<file path="config.mk">
export PLATFORM = sky130hd
export DESIGN_NAME = trigonometry_deg
export DESIGN_NICKNAME = d
export VERILOG_FILES = /design/src/rtl/trig_pkg.sv /design/src/rtl/sin_lut_q10.sv /design/src/rtl/trigonometry_deg.sv
export SDC_FILE = /design/constraint.sdc
export NUM_CORES = 1
export LEC_CHECK = 0
export ABC_CLOCK_PERIOD_IN_PS = 6450
export CAP_MARGIN = 20
export CORE_MARGIN = 1
export CORE_UTILIZATION = 55
export CTS_CLUSTER_SIZE = 8
export DETAILED_ROUTE_END_ITERATION = 8
export PLACE_DENSITY = 0.76
export SYNTH_ARGS = -nofsm -noshare
export SYNTH_HDL_FRONTEND = slang
export SYNTH_SLANG_ARGS = --single-unit
</file>
<file path="constraint.sdc">
create_clock -name i_clock -period 6.45 [get_ports i_clock]
set_clock_uncertainty 0.1 [all_clocks]
set_input_delay 0.9675 -clock i_clock [delete_from_list [all_inputs] [get_ports i_clock]]
set_output_delay 0.9675 -clock i_clock [all_outputs]
set_load 0.05 [all_outputs]
</file>
<file path="src/rtl/trig_pkg.sv">
// trig_pkg: shared constants and types for the degree sine/cosine block.
//   TRIG_SCALE      fixed-point scale of the outputs (Q10; must stay 1024 so the
//                   consumer's z1*sin + z2*cos product sum fits in 32 bits)
//   TRIG_LUT_DEPTH  quarter-wave table entries (0..90 degrees)
//   ANGLE_W/OUT_W   input angle and output widths
//   RED_W           width of the reduced angle 0..359
//   LUT_AW/LUT_DW   quarter-wave ROM address / data widths
package trig_pkg;
  localparam int TRIG_SCALE     = 1024;
  localparam int TRIG_LUT_DEPTH = 91;
  localparam int ANGLE_W        = 32;
  localparam int OUT_W          = 32;
  localparam int RED_W          = 9;
  localparam int LUT_AW         = 7;
  localparam int LUT_DW         = 11;

  // Q0: 0..90, Q1: 91..180, Q2: 181..270, Q3: 271..359
  typedef enum logic [1:0] {Q0, Q1, Q2, Q3} quad_e;
endpackage

</file>
<file path="src/rtl/sin_lut_q10.sv">
// sin_lut_q10: combinational quarter-wave ROM, data = round(1024*sin(addr deg)),
// rounding half away from zero.
//   addr_i  7-bit angle 0..90 (out-of-range addresses read 0)
//   data_o  11-bit unsigned magnitude 0..1024
module sin_lut_q10
  import trig_pkg::*;
(
  input  logic [LUT_AW-1:0] addr_i,
  output logic [LUT_DW-1:0] data_o
);
  always_comb begin
    data_o = '0;
    case (addr_i)
      7'd0:  data_o = 11'd0;    7'd1:  data_o = 11'd18;   7'd2:  data_o = 11'd36;
      7'd3:  data_o = 11'd54;   7'd4:  data_o = 11'd71;   7'd5:  data_o = 11'd89;
      7'd6:  data_o = 11'd107;  7'd7:  data_o = 11'd125;  7'd8:  data_o = 11'd143;
      7'd9:  data_o = 11'd160;  7'd10: data_o = 11'd178;  7'd11: data_o = 11'd195;
      7'd12: data_o = 11'd213;  7'd13: data_o = 11'd230;  7'd14: data_o = 11'd248;
      7'd15: data_o = 11'd265;  7'd16: data_o = 11'd282;  7'd17: data_o = 11'd299;
      7'd18: data_o = 11'd316;  7'd19: data_o = 11'd333;  7'd20: data_o = 11'd350;
      7'd21: data_o = 11'd367;  7'd22: data_o = 11'd384;  7'd23: data_o = 11'd400;
      7'd24: data_o = 11'd416;  7'd25: data_o = 11'd433;  7'd26: data_o = 11'd449;
      7'd27: data_o = 11'd465;  7'd28: data_o = 11'd481;  7'd29: data_o = 11'd496;
      7'd30: data_o = 11'd512;  7'd31: data_o = 11'd527;  7'd32: data_o = 11'd543;
      7'd33: data_o = 11'd558;  7'd34: data_o = 11'd573;  7'd35: data_o = 11'd587;
      7'd36: data_o = 11'd602;  7'd37: data_o = 11'd616;  7'd38: data_o = 11'd630;
      7'd39: data_o = 11'd644;  7'd40: data_o = 11'd658;  7'd41: data_o = 11'd672;
      7'd42: data_o = 11'd685;  7'd43: data_o = 11'd698;  7'd44: data_o = 11'd711;
      7'd45: data_o = 11'd724;  7'd46: data_o = 11'd737;  7'd47: data_o = 11'd749;
      7'd48: data_o = 11'd761;  7'd49: data_o = 11'd773;  7'd50: data_o = 11'd784;
      7'd51: data_o = 11'd796;  7'd52: data_o = 11'd807;  7'd53: data_o = 11'd818;
      7'd54: data_o = 11'd828;  7'd55: data_o = 11'd839;  7'd56: data_o = 11'd849;
      7'd57: data_o = 11'd859;  7'd58: data_o = 11'd868;  7'd59: data_o = 11'd878;
      7'd60: data_o = 11'd887;  7'd61: data_o = 11'd896;  7'd62: data_o = 11'd904;
      7'd63: data_o = 11'd912;  7'd64: data_o = 11'd920;  7'd65: data_o = 11'd928;
      7'd66: data_o = 11'd935;  7'd67: data_o = 11'd943;  7'd68: data_o = 11'd949;
      7'd69: data_o = 11'd956;  7'd70: data_o = 11'd962;  7'd71: data_o = 11'd968;
      7'd72: data_o = 11'd974;  7'd73: data_o = 11'd979;  7'd74: data_o = 11'd984;
      7'd75: data_o = 11'd989;  7'd76: data_o = 11'd994;  7'd77: data_o = 11'd998;
      7'd78: data_o = 11'd1002; 7'd79: data_o = 11'd1005; 7'd80: data_o = 11'd1008;
      7'd81: data_o = 11'd1011; 7'd82: data_o = 11'd1014; 7'd83: data_o = 11'd1016;
      7'd84: data_o = 11'd1018; 7'd85: data_o = 11'd1020; 7'd86: data_o = 11'd1022;
      7'd87: data_o = 11'd1023; 7'd88: data_o = 11'd1023; 7'd89: data_o = 11'd1024;
      7'd90: data_o = 11'd1024;
      default: data_o = '0;
    endcase
  end
endmodule

</file>
<file path="src/rtl/trigonometry_deg.sv">
// trigonometry_deg: two-stage pipeline computing round(1024*cos) and
// round(1024*sin) of an integer angle in degrees.
//   i_clock  rising-edge clock
//   i_RESET  asynchronous active-low reset (outputs forced to cos=1024, sin=0)
//   i_theta  signed 32-bit angle, any value
//   o_cos    signed 32-bit, registered, two edges after i_theta is sampled
//   o_sin    signed 32-bit, registered, two edges after i_theta is sampled
// Stage 1 reduces the angle mod 360 and decodes the quadrant; stage 2 folds
// into the quarter-wave table and applies the sign.
module trigonometry_deg
  import trig_pkg::*;
(
  input  logic                      i_clock,
  input  logic                      i_RESET,
  input  logic signed [ANGLE_W-1:0] i_theta,
  output logic signed [OUT_W-1:0]   o_cos,
  output logic signed [OUT_W-1:0]   o_sin
);
  // ---------------- stage 1: mod-360 reduction ----------------
  // The raw 32 bits are folded byte-wise using 2^8, 2^16, 2^24 mod 360 =
  // 256, 16, 136. A negative input is u - 2^32, and -2^32 = +104 (mod 360),
  // so the sign bit just adds 104. The sum is at most 104399 (17 bits).
  logic [16:0]      fold_sum;
  logic [8:0]       fold_quo;
  logic [RED_W-1:0] r_d, r_q;
  quad_e            quad_d, quad_q;

  always_comb begin
    fold_sum = 17'(i_theta[31:24]) * 17'd136
             + 17'(i_theta[23:16]) * 17'd16
             + {1'b0, i_theta[15:8], 8'd0}
             + 17'(i_theta[7:0])
             + (i_theta[31] ? 17'd104 : 17'd0);
    // floor(fold_sum/360) by reciprocal multiply: 186414/2^26 overshoots
    // 1/360 by < 0.00076 over the whole fold_sum range, below the 1/360
    // margin, so the floor is exact without a divider.
    fold_quo = 9'((35'(fold_sum) * 35'd186414) >> 26);
    r_d      = 9'(fold_sum - 17'(fold_quo) * 17'd360);
    if      (r_d <= 9'd90)  quad_d = Q0;
    else if (r_d <= 9'd180) quad_d = Q1;
    else if (r_d <= 9'd270) quad_d = Q2;
    else                    quad_d = Q3;
  end

  // ---------------- stage 2: fold, lookup, sign ----------------
  logic [LUT_AW-1:0] sin_addr, cos_addr;
  logic [LUT_DW-1:0] sin_mag, cos_mag;
  logic              sin_neg, cos_neg;
  logic [OUT_W-1:0]  sin_ext, cos_ext, sin_d, cos_d, sin_q, cos_q;

  always_comb begin
    sin_addr = 7'(r_q);
    cos_addr = 7'(9'd90 - r_q);
    sin_neg  = 1'b0;
    cos_neg  = 1'b0;
    case (quad_q)
      Q0: begin
        sin_addr = 7'(r_q);
        cos_addr = 7'(9'd90 - r_q);
      end
      Q1: begin
        sin_addr = 7'(9'd180 - r_q);
        cos_addr = 7'(r_q - 9'd90);
        cos_neg  = 1'b1;
      end
      Q2: begin
        sin_addr = 7'(r_q - 9'd180);
        cos_addr = 7'(9'd270 - r_q);
        sin_neg  = 1'b1;
        cos_neg  = 1'b1;
      end
      Q3: begin
        sin_addr = 7'(9'd360 - r_q);
        cos_addr = 7'(r_q - 9'd270);
        sin_neg  = 1'b1;
      end
      default: ;
    endcase
  end

  sin_lut_q10 u_lut_sin (.addr_i(sin_addr), .data_o(sin_mag));
  sin_lut_q10 u_lut_cos (.addr_i(cos_addr), .data_o(cos_mag));

  // Two's-complement negation of 0 is 0, so no negative zero can appear.
  always_comb begin
    sin_ext = {{(OUT_W-LUT_DW){1'b0}}, sin_mag};
    cos_ext = {{(OUT_W-LUT_DW){1'b0}}, cos_mag};
    sin_d   = sin_neg ? -sin_ext : sin_ext;
    cos_d   = cos_neg ? -cos_ext : cos_ext;
  end

  always_ff @(posedge i_clock or negedge i_RESET) begin
    if (!i_RESET) begin
      r_q    <= '0;
      quad_q <= Q0;
      sin_q  <= '0;
      cos_q  <= OUT_W'(TRIG_SCALE);
    end else begin
      r_q    <= r_d;
      quad_q <= quad_d;
      sin_q  <= sin_d;
      cos_q  <= cos_d;
    end
  end

  assign o_sin = sin_q;
  assign o_cos = cos_q;
endmodule

</file>
# Yosys cells after proc, flatten, opt, wreduce, memory -nomap -nowiden
# Memories as Yosys holds them, arrays and structs flattened.
# Cells that the tools add are included.
# word_totals
ff_bits,73
romBits,2816
in_bits,34
out_inout_bits,64
elab_cells,42
mem_count,2
# mem_list
memory,words,width,read_ports,rd_ports_with_merged_regs,wr,line,text
(name not given),128,11,1,0,0,sin_lut_q10.sv:13,case (addr_i)
(name not given),128,11,1,0,0,sin_lut_q10.sv:13,
# op_classes
addsub,14
n_mul,3
order_cmp,3
n_eq_ne,3
muxes,10
n_reduce_logical,3
# op_table
cell,n
$mux 32,2
$neg 11->32,2
$pmux 7 s4,2
$mul 17x17->34 const B,1
$add 16x12->17,1
$add 17x16->17,1
$add 17x7->17,1
$add 17x8->17,1
$sub 7x7->7 const A,2
$mul 8x5->13 const B,1
$le 9x7->1 const B,1
$le 9x8->1 const B,1
$le 9x9->1 const B,1
$mul 9x6->6 const B,1
$sub 9x9->9,1
$mux 7,1
$sub 4x7->7 const A,1
$sub 6x7->7 const A,1
$sub 7x4->7 const B,1
$sub 7x6->7 const B,1
$sub 7x7->7 const B,1
$eq 2x2->1 const B,2
$mux 2,2
$reduce_or 2->1,2
3 further kinds,5

# Depth between registers and ports, before layout
# Gate-level depths: netlist of run 1.
# logic_depth
ltp_word,12
ltp_mapped,47
mapped_depth_nobuf,47

# Cells and area by module
# Synthesis of run 1 repeated with hierarchy kept, for this count alone.
# hier_totals
hier_cells,1263
hier_area_um2,11131.9
# modules_own_cells
mod,instances,cells_per_inst,area_each_um2,seq_area_each_um2
trigonometry_deg,1,871,8519.4,1277.5
sin_lut_q10,2,196,1306.3,0.0

# Least setup slack after synthesis of run 1
# OpenSTA, ideal clock, no wires.
# synth_timing
path_kind,in2reg
startpoint,input i_theta[25]
endpoint,register quad_q[0]
setup_time_ps,141
arrival_time_ps,10632
t_required_ps,6209
setup_slack_ps,-4423
cell_stages,45
path_buffers,0
path_cell_list,ha_1 -> ha_1 -> inv_1 -> fa_1 -> fa_1 -> inv_1 -> ha_1 -> ha_1 -> inv_1 -> o21bai_1 -> a21oi_1 -> nor2b_1 -> o21a_1 -> nor2_1 -> xnor2_1 -> ha_1 -> ha_1 -> fa_1 -> (+9 left out) -> nand4_1 -> a31oi_1 -> o21bai_1 -> xor2_1 -> ha_1 -> ha_1 -> inv_1 -> fa_1 -> inv_1 -> ha_1 -> inv_1 -> ha_1 -> a21oi_1 -> nand2_1 -> xnor2_1 -> xnor2_1 -> a21boi_0 -> o221ai_1
# synth_via
elab_chain_cells,12
elab_cells_between_ends,14
classes_between,5 x add/sub; 3 x mul; 3 x order compare; 3 x mux
# synth_rtl
item,line,text
from (decl),trigonometry_deg.sv:15,"input logic signed [ANGLE_W-1:0] i_theta,"
$mul 8x5->13 *,trigonometry_deg.sv:29,fold_sum = 17'(i_theta[31:24]) * 17'd136
$add 16x12->17 *,trigonometry_deg.sv:30,+ 17'(i_theta[23:16]) * 17'd16
$add 17x16->17 *,trigonometry_deg.sv:31,"+ {1'b0, i_theta[15:8], 8'd0}"
$add 17x8->17 *,trigonometry_deg.sv:32,+ 17'(i_theta[7:0])
$add 17x7->17 *,trigonometry_deg.sv:33,+ (i_theta[31] ? 17'd104 : 17'd0);
$mul 17x17->34,trigonometry_deg.sv:37,fold_quo = 9'((35'(fold_sum) * 35'd186414) >> 26);
$mul 9x6->6,trigonometry_deg.sv:38,r_d = 9'(fold_sum - 17'(fold_quo) * 17'd360);
$sub 9x9->9 *,trigonometry_deg.sv:38,
$le 9x9->1,trigonometry_deg.sv:41,else if (r_d <= 9'd270) quad_d = Q2;
$mux 1,trigonometry_deg.sv:41,
$mux 2,trigonometry_deg.sv:40,else if (r_d <= 9'd180) quad_d = Q1;
$mux 2 *,trigonometry_deg.sv:39,if (r_d <= 9'd90) quad_d = Q0;
net quad_d[0],trigonometry_deg.sv:26,"quad_e quad_d, quad_q;"
to (signal assigned),trigonometry_deg.sv:100,quad_q <= quad_d;
to (decl),trigonometry_deg.sv:26,
# Mark *: on every way through the listed nets, which the timed path passes. The rest lies on a longest branch.

# Final worst setup path of run 1
# layout_timing
startpoint,input i_theta[29]
endpoint,register quad_q[0]
# Same word-level chain as after synthesis.

==> results.toml, run 1 <==
[worst_setup_path]
required_ns = 6.51
reg2reg_to = "o_sin[10]"
cp.depth = 48
worstPathMaxFanout = 4
critPathMostFrequentCell = "ha_4"
crit_slowest_cell = "fa_1"
critPathArrivalTime_ns = 10.37
reg2reg_from = "quad_q[0]"
cp_num_buf_inv = 9
max_stage_delay_ns = 0.56
rr_worst_depth = 19
cp-start-kind = "primary input"
crit_family = "adder cells"
rrSetupSlack_ns = 1.09
critical_path_class = "primary input to flip-flop"
cp-end-kind = "flip-flop"

[sta]
fin_crit_sh_pct = 160
timing.slew.headroom_pct = 36.7
post-route-min-period_ns = 10.31
max_freq_ghz = 0.0970
worst_pin_slew_ns = 0.945
final-max-slew-violation-count = 0
setup_ws_ns = -3.86
rsz0062_at_grt = "yes"
hold_viol = 0
setup_violations = 6

[routing]
drt-total-wl_mm = 30.6
routed-via-count = 10300
drcViolationCount = 0
dr.pass1.iters = 5
final_antenna_net_count = 0
first_iter_violations = 960
routed_via_density = 5.84
wl_per_cell_um = 17.5

[cts]
ctsLongestPathBuffers = 2
path_clk_slew_ns = 0.07
root_buffer = "clkbuf_16"
clock_sinks = 51
cts_tree = "built"
ctsHoldBuffers = 0
cts-htree-levels = 2
insertion_delay_ns = 0.30
cts_buffers = 5

[global_route]
overflow = 0
grt.total_usage_pct = 29.3
grt_max_degree = 52
grt_antenna_before_repair = 0
grt_pass1_vias = 10200
grt_pass1_wl_mm = 50.7

[synth]
async_flop_share_pct = 100
yosys_most_used_dff = "dfrtp_1"
yosys_warnings = 0
synth_largest_area_cell = "ha_1"
syn_inst = 1300
ys_top_cells_by_count = "221 x inv_1, 186 x ha_1, 104 x fa_1"
yosysUniqueCellTypes = 93
synthTopCellsByArea = "ha_1 21%, fa_1 18%, dfrtp_1 11%"
synth_edf_count = 0
syn-num-nets = 1624
yosysMostFrequentCell = "inv_1"
synth_top_area_share_pct = 20.6
seq_area_frac_synth_pct = 11.3
synth.cell_area_mm2 = 0.0113
post_synth.cell_area_avg_um2 = 8.69
synth-seq-cells = 51

[final_layout]
final_util_pct = 70.3
diodes = 0
nets = 1807
drive_gt1_share_pct = 20.4
area_delta_synth_final_pct = 25.4

[place]
routabilityCongestion = 0.974
hpwl_mm = 24.3
io_buffer_count = 97

[flow_run]
drv_cap = 0

[worst_hold_path]
hold_path_class = "primary input to asynchronous set/reset pin"

[outcome]
failed_checks = "setup timing"
outcome = "finished, violations left"

[floorplanning]
dieArea_mm2 = 0.0211
coreArea_mm2 = 0.0202
initial_utilization_pct = 56.0
io_pins = 98
die_h_um = 145
die_x_um = 145
rows = 52
## state kept, by name, indices dropped and copies added (netlist names)
name	count
o_sin	21
o_cos	21
quad_q	2
r_q	7
## stage by stage
stage	hold slack, ns	setup slack, ns	instances	setup TNS (ns)	instance area, um^2
floorplan	0.572	-3.81	1300	-15.34	11600
global placement	0.875	-4.46	1730	-20.70	13500
detailed placement	0.874	-4.62	1730	-21.52	13500
CTS	0.693	-3.80	1746	-16.27	13900
global route	0.727	-4.31	1754	-19.08	14200
finish	0.673	-3.86	1754	-17.14	14200
## cell usage in the layout, fill, tap and decap left out, drive strengths merged, types with 6 or more instances in the layout
cell type and instances:
o211ai 13, o2111ai 7, xor2 19, nor2 72, and3 6, a21oi 65
o21bai 9, o32ai 6, ha 186, nand4 9, xnor2 53, inv 222
nor4 10, a211oi 20, nand2 59, a21o 17, o31ai 12, o21a 6
nand2b 6, nor3 21, clkdlybuf4s50 82, buf 171, nand3 27, fa 104
dfrtp 50, a211o 6, o21ai 57, a311oi 7, a2111oi 7, mux2i 8
a31oi 17, a311o 6, clkbuf 6, nor2b 13
## worst register-to-register path, cell delays in order, from the launching register on
cell and delay, ns:
dfrtp_1 0.41, ha_1 0.60, inv_1 0.19, ha_1 0.39, xor2_1 0.18, a211oi_1 0.41, nor2_2 0.07, buf_4 0.21
inv_1 0.27, buf_4 0.28, o21ai_0 0.14, mux2i_1 0.14, o211ai_1 0.20, o211a_1 0.30, ha_1 0.22, nand3_1 0.12
nor4_2 0.34, and3_1 0.21, ha_1 0.22, mux2_2 0.25
## worst max path at each step
stage | endpoint | startpoint | slack [ns]
6_report | quad_q[0] | i_theta[29] | -3.86
5_1_grt | quad_q[0] | i_theta[29] | -4.31
4_1_cts | quad_q[0] | i_theta[25] | -3.80
3_5_place_dp | quad_q[0] | i_theta[25] | -4.62
3_3_place_gp | quad_q[0] | i_theta[25] | -4.46
2_1_floorplan | quad_q[0] | i_theta[25] | -3.81
## per-layer routing
| metal | global-route usage, % | part of all wire (%) | vias to the layer above |
|---|---|---|---|
| li1 | - | - | 4850 |
| met1 | 36.8 | 40 | 4923 |
| met2 | 52.8 | 52 | 418 |
| met3 | 3.13 | 5.5 | 59 |
| met4 | 9.42 | 2.3 | 0 |
| met5 | 0 | 0 | - |
## timing repair
item	4_1_cts	5_1_grt
resized for setup	81	38
pin swaps	74	39
setup buffers	8	10
setup endpoints to repair	6	6
## cells by family after synthesis
group | after synthesis | share of synthesized area [%]
xor+xnor | 72 | 5.85
simple gates | 244 | 10.6
mux | 10 | 0.908
buf+inv | 306 | 11.6
flops | 51 | 11.3
fa+ha+maj | 290 | 39.0
compound gates | 327 | 20.8
## final cells by class
class / instances / area (um^2)
fillers: 1524 / 6000
inverters: 224 / 851
repair buffers: 258 / 2190
multi-input cells: 943 / 9350
clock inverters: 2 / 37.5
clock buffers: 6 / 129
flip-flops and latches: 51 / 1280
well taps: 270 / 338
Power of run 1 is left out: the tool's default activity adds up to more than one toggle a clock period on the data nets, which glitch-free logic cannot reach.
==> inputs of run 2 (changes only) <==
CTS_CLUSTER_DIAMETER = 60   (was unset)
==> results of run 2 <==
The final DEF is identical to that of run 1; final timing and power are the same.
Power of run 2 is left out for the same reason.
